## src/rtl/hamming_universal_shift_reg4_if.sv

```systemverilog
// Control, data and output bundle of the Hamming-protected 4-bit shift register.
// The master drives the controls and the slave drives the outputs.
interface hamming_universal_shift_reg4_if;
    logic       enable;
    logic [1:0] mode;
    logic       load;
    logic       serial_in;
    logic [3:0] parallel_in;
    logic       serial_out;
    logic [3:0] parallel_out;

    modport master (
        output enable, mode, load, serial_in, parallel_in,
        input  serial_out, parallel_out
    );

    modport slave (
        input  enable, mode, load, serial_in, parallel_in,
        output serial_out, parallel_out
    );
endinterface

```

## src/rtl/hamming_universal_shift_reg4.sv

```systemverilog
// 4-bit universal shift register (SISO/SIPO/PISO/PIPO) stored as Hamming(7,4).
// The stored codeword is corrected on every read and re-encoded every cycle.
module hamming_universal_shift_reg4 (
    input  logic                          clk,
    input  logic                          rst,
    hamming_universal_shift_reg4_if.slave bus
);

    logic [6:0] reg_data;
    logic [6:0] reg_next;
    logic [6:0] fixed;
    logic [2:0] syn;
    logic [3:0] d;
    logic       load_sel;
    logic       shift_sel;

    // Codeword layout c6..c0 = d3 d2 d1 p4 d0 p2 p1
    function automatic logic [6:0] enc(input logic [3:0] v);
        return {v[3], v[2], v[1],
                v[1] ^ v[2] ^ v[3],
                v[0],
                v[0] ^ v[2] ^ v[3],
                v[0] ^ v[1] ^ v[3]};
    endfunction

    always_comb begin
        syn[0] = reg_data[0] ^ reg_data[2] ^ reg_data[4] ^ reg_data[6];
        syn[1] = reg_data[1] ^ reg_data[2] ^ reg_data[5] ^ reg_data[6];
        syn[2] = reg_data[3] ^ reg_data[4] ^ reg_data[5] ^ reg_data[6];
        fixed  = reg_data;
        if (syn != 3'd0) begin
            fixed[syn - 3'd1] = ~reg_data[syn - 3'd1];
        end
        d = {fixed[6], fixed[5], fixed[4], fixed[2]};
    end

    assign load_sel  = bus.load & bus.mode[1];
    assign shift_sel = bus.enable & (bus.mode != 2'b11);

    always_comb begin
        reg_next = enc(d);
        if (load_sel) begin
            reg_next = enc(bus.parallel_in);
        end else if (shift_sel) begin
            reg_next = enc({d[2:0], bus.serial_in});
        end
    end

    always_ff @(posedge clk) begin
        if (rst) begin
            reg_data <= 7'b0000000;
        end else begin
            reg_data <= reg_next;
        end
    end

    // Modes 00/10 expose the serial tap, modes 01/11 the parallel word
    assign bus.serial_out   = bus.mode[0] ? 1'b0 : d[3];
    assign bus.parallel_out = bus.mode[0] ? d : 4'b0000;

endmodule

```

## src/flat_wrapper.sv

```systemverilog
// flat-port wrapper written by rule: the top's interface ports become plain ports
module hamming_universal_shift_reg4_flat 
  (clk, rst, bus_enable, bus_mode, bus_load, bus_serial_in, bus_parallel_in, bus_serial_out, bus_parallel_out);
  hamming_universal_shift_reg4_if bus_i ();
  input  logic clk;
  input  logic rst;
  input wire logic [$bits(bus_i.enable)-1:0] bus_enable;
  input wire logic [$bits(bus_i.mode)-1:0] bus_mode;
  input wire logic [$bits(bus_i.load)-1:0] bus_load;
  input wire logic [$bits(bus_i.serial_in)-1:0] bus_serial_in;
  input wire logic [$bits(bus_i.parallel_in)-1:0] bus_parallel_in;
  output wire logic [$bits(bus_i.serial_out)-1:0] bus_serial_out;
  output wire logic [$bits(bus_i.parallel_out)-1:0] bus_parallel_out;
  assign bus_i.enable = bus_enable;
  assign bus_i.mode = bus_mode;
  assign bus_i.load = bus_load;
  assign bus_i.serial_in = bus_serial_in;
  assign bus_i.parallel_in = bus_parallel_in;
  assign bus_serial_out = bus_i.serial_out;
  assign bus_parallel_out = bus_i.parallel_out;
  hamming_universal_shift_reg4 u_core (.clk(clk), .rst(rst), .bus(bus_i));
endmodule
```

## config.mk

```make
export PLATFORM = sky130hd
export DESIGN_NAME = hamming_universal_shift_reg4_flat
export DESIGN_NICKNAME = d
export VERILOG_FILES = /design/src/rtl/hamming_universal_shift_reg4_if.sv /design/src/rtl/hamming_universal_shift_reg4.sv /design/src/flat_wrapper.sv
export SDC_FILE = /design/constraint.sdc
export NUM_CORES = 1
export LEC_CHECK = 0
export ABC_CLOCK_PERIOD_IN_PS = 5370
export CAP_MARGIN = 0
export CORE_MARGIN = 1.5
export CORE_UTILIZATION = 50
export CTS_BUF_LIST = sky130_fd_sc_hd__clkbuf_8
export CTS_CLUSTER_SIZE = 14
export DETAILED_ROUTE_END_ITERATION = 8
export PLACE_DENSITY = 0.79
export REMOVE_ABC_BUFFERS = 1
export SLEW_MARGIN = 20
export SYNTH_ARGS = -nofsm -noshare
export SYNTH_HDL_FRONTEND = slang
export SYNTH_SLANG_ARGS = --single-unit
export TNS_END_PERCENT = 100
```

## constraint.sdc

```tcl
create_clock -name clk -period 5.37 [get_ports clk]
set_input_delay 1.074 -clock clk [delete_from_list [all_inputs] [get_ports clk]]
set_output_delay 1.074 -clock clk [all_outputs]
set_load 0.05 [all_outputs]
```

# Word level (Yosys, flattened, before mapping)
# Index checks and enable logic that the tools add are counted.
# totals
ff_bits	7
mem_count	0
inputBits	11
rom_bits	0
ram_bits	0
latchBits	0
# classes
div_mod_pow	0
shift	0
bitwise	29
n_reduce_logical	2
n_lt_le_gt_ge	2
n_mux	10
eq_ne	1
addsub	1
n_mul	0
# ops
cell	count
1-bit XOR	26
7-bit 2-to-1 mux	3
7-bit bitwise mux	1
3-bit by 4-bit less-than comparator with 1-bit output, second input constant	1
4-bit 2-to-1 mux	1
1-bit binary-select mux with 3-bit select	1
1-bit demux with 3-bit select	1
3-bit by 1-bit greater-or-equal comparator with 1-bit output, second input constant	1
1-bit 2-to-1 mux	3
3-bit nonzero test	1
3-bit by 1-bit subtractor with 3-bit output, second input constant	1
1-bit AND	2
2-bit != test, second input constant	1
1-bit logical AND	1
1-bit inverter	1

# Longest topological paths before layout
# Gate-level depths: netlist (run 1).
# logic_depth
ltp_word	14
ltp_mapped	10
mapped_depth_nobuf	10

# Worst setup path after synthesis (run 1)
# No wires, ideal clock.
# synth_timing
kind	register -> output
start	register u_core.reg_data[4]
end	output bus_parallel_out[3]
slack_ps	1526
arrival_time_ps	2770
required_ps	4296
path_stages_with_launch	9
path_cell_list	dfxtp_1 xor2_1 xnor2_1 ha_1 ha_1 ha_1 nor4_2 mux2i_2 nor2b_1
# synth_via
elab_chain_cells	11
word_cells_on_any_way	18
# synth_lines
item	line	text
start: declaration	hamming_universal_shift_reg4.sv:9	logic [6:0] reg_data;
start signal: assignment	hamming_universal_shift_reg4.sv:53	reg_data <= reg_next;
1-bit XOR (3 in series)	hamming_universal_shift_reg4.sv:29	syn[2] = reg_data[3] ^ reg_data[4] ^ reg_data[5] ^ reg_data[6];
3-bit by 1-bit subtractor with 3-bit output	hamming_universal_shift_reg4.sv:32	fixed[syn - 3'd1] = ~reg_data[syn - 3'd1];
3-bit by 4-bit less-than comparator with 1-bit output (not written as such) / 3-bit by 1-bit greater-or-equal comparator with 1-bit output (equally long branches)	hamming_universal_shift_reg4.sv:32	
1-bit logical AND (not written as such)	hamming_universal_shift_reg4.sv:32	
1-bit 2-to-1 mux (not written as such)	hamming_universal_shift_reg4.sv:32	
1-bit demux with 3-bit select	--	
7-bit bitwise mux	hamming_universal_shift_reg4.sv:32	
7-bit 2-to-1 mux *	hamming_universal_shift_reg4.sv:31	if (syn != 3'd0) begin
4-bit 2-to-1 mux *	hamming_universal_shift_reg4.sv:59	assign bus.parallel_out = bus.mode[0] ? d : 4'b0000;
end: declaration	flat_wrapper.sv:13	output wire logic [$bits(bus_i.parallel_out)-1:0] bus_parallel_out;
# Mark *: on every way between the ends. The rest lies on a longest branch, timed or not. The select of a mux whose other input is x is not followed.

# Worst setup path after layout (run 1)
# layout_timing
start	register u_core.reg_data[4]
end	output bus_parallel_out[2]
# The elaborated chain is that of the path after synthesis.

==> reports/qor.yml, run 1 <==
die:
  fp.dieH_um: 41.49
  die_area_um2: 1721
  design.core.area_um2: 1334
  rows: 13
  die_w_um: 41.49
  initial_core_util: 0.5553
  io_pins: 16
run:
  drv_cap: 0
clock_tree:
  tritoncts: "done"
  postCtsSetupBuffers: 0
  clock_latency_ns: 0.22
  cts_max_path_buffers: 2
  cts-resized-gates: 0
  clock_sinks: 7
  htree_levels: 1
  cts_root_buf: "clkbuf_8"
  cts_buffers: 3
  path_clk_slew_ns: 0.04
  postCtsHoldBufs: 0
sta:
  skew_ns: 0.0009622
  setup_viol: 0
  tightest_slew_ns: 0.5090
  slew_headroom: 0.6596
  maxSlewViolCount: 0
  setup_tns_ns: 0
  fmax_ghz: 0.2169
  final-hold-violation-count: 0
  fin_crit_ns: 4.611
  grt_setup_unrepaired: "no"
  finalCritPeriodShare: 0.8587
final_layout:
  largest_register_ffs: 7
  reg_top3: "u_core.reg_data x7"
  drive_gt1_frac: 0.1471
  final_util: 0.7186
  final_area_um2: 958.4
  area_growth_pct: 29.39
  antennaDiodeCount: 0
  layout.nets: 117
  max_flop_register: "u_core.reg_data"
global_routing:
  antenna_found_initial: 0
  grt_pass1_vias: 645
  grtUsageTotal: 0.2033
  grt_remaining_overflow: 0
  grt_max_degree: 12
  grt_pass1_wl_um: 2691
setup_path:
  timing.rr.start: "u_core.reg_data[4]"
  ff2ff_path_depth: 10
  startpoint_type: "flop"
  worstSetupEndpoint: "bus_parallel_out[2]"
  endpoint_kind: "primary output"
  cp_data_required_time_ns: 4.30
  startpoint: "u_core.reg_data[4]"
  cp_data_arrival_time_ns: 3.54
  cp_max_fo: 6
  r2r-end: "u_core.reg_data[0]"
  r2r_slack_ns: 2.06
  critPathKind: "flop to primary output"
placement:
  placed_area_um2: 913.4
  portBuffers: 15
  place_hpwl_um: 1298
  gp_congestion: 0.7819
outcome:
  status: "finished, final reports clean"
synth:
  ys_async_sr_fraction: 0
  yosysMostFrequentCell: "xnor2_1"
  yosysUniqueCellTypes: 29
  synth_warnings: 0
  synth.avg_cell_area_um2: 8.924
  syn_inst: 83
  synth_edf_count: 0
  yosys-top-cells-count: "xnor2_1, nand2_1, dfxtp_1, nor2_1, xor2_1"
  synthFlopType: "dfxtp_1"
  netlist.area_leader.share: 0.1892
  synth_top_area_cell: "dfxtp_1"
  yosysSeqAreaShare: 0.1892
  syn-cell-area_um2: 740.7
  yosys-top-cells-area: "dfxtp_1, xnor2_1, xor2_1"
  yosys_register_bits: 7
route:
  post_drt_wl_per_cell_um: 13.74
  vias: 641
  drt_wl_total_um: 1608
  first_pass_iters: 4
  first_iter_violations: 15
  drc_errors: 0
  viasPerCell: 5.479
  antenna_left: 0
worst_hold_path:
  hp-class: "flop to flop"
  holdPathStages: 3
## critical path, cell delays in order, from the launching register on
cell and delay [ns]:
dfxtp_1 0.41, xor2_1 0.19, xnor2_1 0.14, ha_1 0.32, ha_1 0.24, ha_1 0.35, and4bb_2 0.37, xor2_2 0.31
and2_1 0.18, clkdlybuf4s50_1 0.80
## metal layers
| layer | vias to the layer above | GRT usage | part of all wire |
|---|---|---|---|
| met3 | 0 | 0.03913 | 0.040 |
| met4 | 0 | 0.08387 | 0 |
| met2 | 14 | 0.3656 | 0.56 |
| li1 | 321 | - | - |
| met1 | 306 | 0.2312 | 0.40 |
| met5 | - | 0 | 0 |
## worst min path at each step
stage	startpoint	endpoint	slack, ns
after floorplan	u_core.reg_data[5]	u_core.reg_data[6]	0.76
after global placement	u_core.reg_data[4]	u_core.reg_data[4]	0.87
after detailed placement	u_core.reg_data[4]	u_core.reg_data[4]	0.88
after CTS	u_core.reg_data[4]	u_core.reg_data[4]	0.89
after global routing	u_core.reg_data[5]	u_core.reg_data[6]	0.93
final	u_core.reg_data[5]	u_core.reg_data[6]	0.90
## cell families (layout without fill, tap and decap cells)
logic type	after synthesis	after routing	synth area share
buffers and inverters	2	21	0.01013
AO/OA/AOI/OAI	11	11	0.1149
AND/OR/NAND/NOR	31	31	0.2382
adder cells (fa/ha/maj)	3	3	0.05068
multiplexers	7	7	0.1064
flip-flops	7	7	0.1892
XOR/XNOR	22	22	0.2905
## area by class of cell
cell class | instances | area, um^2
multi-input cells | 74 | 593.1
clock inverters | 1 | 3.754
well taps | 15 | 18.77
flip-flops and latches | 7 | 140.1
clock buffers | 3 | 41.29
inverters | 1 | 3.754
repair buffers | 16 | 157.7
fillers | 120 | 375.4
## stage by stage
step / std cells / worst slack [ns] / hold slack, ns
after floorplan: 82 / 1.526 / 0.7584
after global placement: 113 / 1.075 / 0.8664
after detailed placement: 113 / 0.9766 / 0.8782
after CTS: 117 / 0.7310 / 0.8928
after global routing: 117 / 0.5897 / 0.9308
final: 117 / 0.7588 / 0.9001
## cell usage in the layout (no fill, tap or decap), drive strengths merged
cell type / n
xor2: 7
nand2b: 1
nor2b: 2
nor4b: 2
a2111oi: 2
mux2: 1
nor2: 7
inv: 2
ha: 3
nand3: 1
a21boi: 1
or2: 1
mux2i: 6
o21ai: 1
a211oi: 2
clkdlybuf4s50: 15
a21oi: 4
xnor2: 15
dfxtp: 7
nor4: 1
o211ai: 1
and2b: 1
and4bb: 1
nand2: 12
buf: 1
clkbuf: 3
and2: 2
Power of run 1 is left out: the tool's default activity adds up to more than one toggle a clock period on the data nets, which glitch-free logic cannot reach.
==> run 2: changes to the inputs <==
- ABC_CLOCK_PERIOD_IN_PS: 5370 -> 4100
- CORE_UTILIZATION: 50 -> 47
- PLACE_DENSITY: 0.79 -> 0.78
- clock period: 5.37 -> 4.1 ns (I/O delays scaled with it)
==> run 2 against run 1 <==
Clock skew about the same. Final cell count increased by 0.85%. Die area increased by 5.9%. Count of clock-buffer cells in the layout unchanged. Sequential cell count unchanged. Hold slack got worse by 0.024 ns. Register-to-register slack got worse by 1.2 ns. Sequential share of layout area increased by 0.17 points. Worst setup slack got worse by 0.48 ns. Critical path depth unchanged. Highest routed layer is now met4.
==> reports/qor.yml, run 2 (synthesis gave the netlist of run 1 again) <==
die:
  initial_core_util: 0.4975
  fp.dieH_um: 42.70
  io_pins: 16
  rows: 14
  die_area_um2: 1823
  design.core.area_um2: 1489
  die_w_um: 42.70
clock_tree:
  clock_sinks: 7
  clock_latency_ns: 0.22
  cts_root_buf: "clkbuf_8"
  postCtsSetupBuffers: 0
  htree_levels: 1
  path_clk_slew_ns: 0.04
  cts_max_path_buffers: 2
  cts-resized-gates: 0
  postCtsHoldBufs: 0
  tritoncts: "done"
  cts_buffers: 3
final_layout:
  multi_input_area_um2: 593.1
  largest_register_ffs: 7
  reg_top3: "u_core.reg_data x7"
  final_cell_mix: "xnor2_1, nand2_1, clkdlybuf4s50_1"
  area_growth_pct: 27.87
  final_area_um2: 947.2
  layout.nets: 117
  drive_gt1_frac: 0.1961
  seq_area_um2: 140.1
  antennaDiodeCount: 0
  max_flop_register: "u_core.reg_data"
  layout_commonest_cell: "xnor2_1"
  fill_cells: 130
global_routing:
  grtUsageTotal: 0.1975
  grt_max_degree: 12
  antenna_found_initial: 0
  grt_pass1_wl_um: 2739
  grt_remaining_overflow: 0
  grt_pass1_vias: 630
placement:
  gp_congestion: 0.7927
  placed_area_um2: 902.1
  place_hpwl_um: 1251
  portBuffers: 15
  place_ws_ns: 0.5222
setup_path:
  startpoint_type: "flop"
  r2r_slack_ns: 0.82
  cp_data_arrival_time_ns: 3.00
  endpoint_kind: "primary output"
  cp_max_fo: 6
  cp_data_required_time_ns: 3.28
  critPathKind: "flop to primary output"
sta:
  skew_ns: 0.0008178
  slew_headroom: 0.7049
  maxSlewViolCount: 0
  setup_tns_ns: 0
  fin_crit_ns: 3.823
  grt_setup_unrepaired: "no"
  fmax_ghz: 0.2615
  fin_ws_ns: 0.2765
  setup_viol: 0
  finalCritPeriodShare: 0.9326
  tightest_slew_ns: 0.4405
  final-hold-violation-count: 0
run:
  drv_cap: 0
route:
  vias: 608
  viasPerCell: 5.153
  drc_errors: 0
  first_iter_violations: 14
  antenna_left: 0
  drt_wl_total_um: 1567
  first_pass_iters: 4
  post_drt_wl_per_cell_um: 13.28
worst_hold_path:
  hp-class: "flop to flop"
outcome:
  status: "finished, final reports clean"
## run 2: cell count changes in the layout (fill, tap and decap cells not counted)
cell | previous run | this run
buf_4 | 1 | 6
clkdlybuf4s50_1 | 15 | 10
## run 2: area by class of cell
type	instances	area share
clock inverter	1	0.003963
tap	16	0.02114
clock buffer	3	0.04359
inverter	1	0.003963
timing repair buffer	16	0.1532
multi-input combinational	74	0.6262
sequential	7	0.1480
## run 2: critical path, cell delays in order, from the launching register on
cell	delay [ns]
dfxtp_1	0.41
xor2_1	0.21
xnor2_1	0.14
ha_1	0.31
ha_1	0.24
ha_1	0.35
nor4_2	0.37
mux2i_2	0.46
nor2_1	0.09
buf_4	0.20
## run 2: per-layer routing
layer  track usage  wire (um)  vias up
li1              -          -      322
met1        0.2507        680      276
met2        0.3455        852        8
met3       0.01277         15        2
met4       0.07500         18        0
met5             0          0        -
## run 2: worst paths after layout
check | start | to | cells past startpoint
worst max register to register | u_core.reg_data[4] | u_core.reg_data[0] | 10
worst min register to register | u_core.reg_data[5] | u_core.reg_data[6] | 3
worst min-delay path | u_core.reg_data[5] | u_core.reg_data[6] | 3
worst max-delay path | u_core.reg_data[4] | bus_serial_out | 9
## run 2: per-stage QoR
step | utilization | hold slack [ns] | cells
floorplan | - | 0.7584 | 82
global placement | 0.6059 | 0.8668 | 114
detailed placement | 0.6059 | 0.8755 | 114
CTS | 0.6361 | 0.8830 | 118
global route | 0.6361 | 0.9370 | 118
finish | 0.6361 | 0.8756 | 118
Power of run 2 is left out for the same reason.
==> run 3: changes to the inputs <==
- MAX_ROUTING_LAYER: not set -> met4
==> run 3 against run 2 <==
First-iteration DRC count is 36% lower. Hold slack worse by 0.0032 ns. Critical path depth is the same. Critical endpoint unchanged. Critical path type unchanged. Worst setup slack got worse by 0.0032 ns. Core utilization did not move. Global-route usage up 0.63 points. Wire length down 1.1%. Design area unchanged. Register-to-register slack barely moved.
==> reports/qor.yml, run 3 (synthesis gave the netlist of run 1 again) <==
die:
  initial_core_util: 0.4975
  die_w_um: 42.70
  io_pins: 16
  design.core.area_um2: 1489
  fp.dieH_um: 42.70
  rows: 14
  die_area_um2: 1823
route:
  drc_errors: 0
  viasPerCell: 5.153
  vias: 608
  drt_wl_total_um: 1550
  first_pass_iters: 4
  post_drt_wl_per_cell_um: 13.14
  first_iter_violations: 9
  antenna_left: 0
global_routing:
  grt_max_degree: 12
  grt_remaining_overflow: 0
  grt_pass1_vias: 629
  antenna_found_initial: 0
  grtUsageTotal: 0.2038
  grt_pass1_wl_um: 2753
clock_tree:
  cts_root_buf: "clkbuf_8"
  tritoncts: "done"
  postCtsHoldBufs: 0
  htree_levels: 1
  clock_sinks: 7
  path_clk_slew_ns: 0.04
  postCtsSetupBuffers: 0
  cts-resized-gates: 0
  cts_buffers: 3
  cts_max_path_buffers: 2
  clock_latency_ns: 0.22
placement:
  portBuffers: 15
  gp_congestion: 0.8039
  place_inst: 114
  placed_area_um2: 902.1
  place_hpwl_um: 1251
final_layout:
  final_area_um2: 947.2
  antennaDiodeCount: 0
  fill_cells: 130
  largest_register_ffs: 7
  instances_no_fill: 118
  area_growth_pct: 27.87
  layout_commonest_cell: "xnor2_1"
  layout.nets: 117
  max_flop_register: "u_core.reg_data"
  reg_top3: "u_core.reg_data x7"
  final_cell_mix: "xnor2_1, nand2_1, clkdlybuf4s50_1"
  drive_gt1_frac: 0.1961
setup_path:
  critPathKind: "flop to primary output"
  cp_data_arrival_time_ns: 3.01
  cp_max_fo: 6
  cp_data_required_time_ns: 3.28
  startpoint_type: "flop"
  endpoint_kind: "primary output"
sta:
  maxSlewViolCount: 0
  setup_viol: 0
  tightest_slew_ns: 0.4384
  fin_crit_ns: 3.827
  finalCritPeriodShare: 0.9333
  slew_headroom: 0.7063
  grt_setup_unrepaired: "no"
  fmax_ghz: 0.2613
  final-hold-violation-count: 0
  setup_tns_ns: 0
  skew_ns: 0.0006726
run:
  drv_cap: 0
worst_hold_path:
  hp-class: "flop to flop"
outcome:
  status: "finished, final reports clean"
## run 3: cell type report
class	instances	area [um^2]	area share
Clock buffer	3	41.29	0.04359
Clock inverter	1	3.754	0.003963
Inverter	1	3.754	0.003963
Multi-Input combinational cell	74	593.1	0.6262
Sequential cell	7	140.1	0.1480
Tap cell	16	20.02	0.02114
Timing Repair Buffer	16	145.1	0.1532
## run 3: worst max-delay path, cell delays in order, from the launching register on
cell and delay, ns:
dfxtp_1 0.42, xor2_1 0.21, xnor2_1 0.14, ha_1 0.32
ha_1 0.24, ha_1 0.36, nor4_2 0.37, mux2i_2 0.46
nor2_1 0.09, buf_4 0.20
## run 3: worst paths after layout
check | startpoint | to | slack [ns] | cells past startpoint
max | u_core.reg_data[4] | bus_serial_out | 0.27 | 9
min | u_core.reg_data[5] | u_core.reg_data[6] | 0.87 | 3
max reg2reg | u_core.reg_data[4] | u_core.reg_data[0] | 0.81 | 10
min reg2reg | u_core.reg_data[5] | u_core.reg_data[6] | 0.87 | 3
## run 3: through the flow
step	hold WS [ns]	util	setup slack (ns)
after CTS	0.8830	0.6361	0.2564
after floorplan	0.7584	-	0.5103
final	0.8724	0.6361	0.2733
after global placement	0.8668	0.6059	0.6609
after detailed placement	0.8755	0.6059	0.5222
after global routing	0.9370	0.6361	0.03108
## run 3: metal layers
| layer | vias to the layer above | routed length, um | GRT usage | part of all wire |
|---|---|---|---|---|
| met2 | 8 | 848 | 0.3455 | 0.55 |
| met1 | 275 | 666 | 0.2533 | 0.43 |
| li1 | 323 | - | - | - |
| met3 | 2 | 16 | 0.01277 | 0.010 |
| met4 | 0 | 18 | 0.07500 | 0.012 |
| met5 | - | 0 | - | 0 |
Power of run 3 is left out for the same reason.
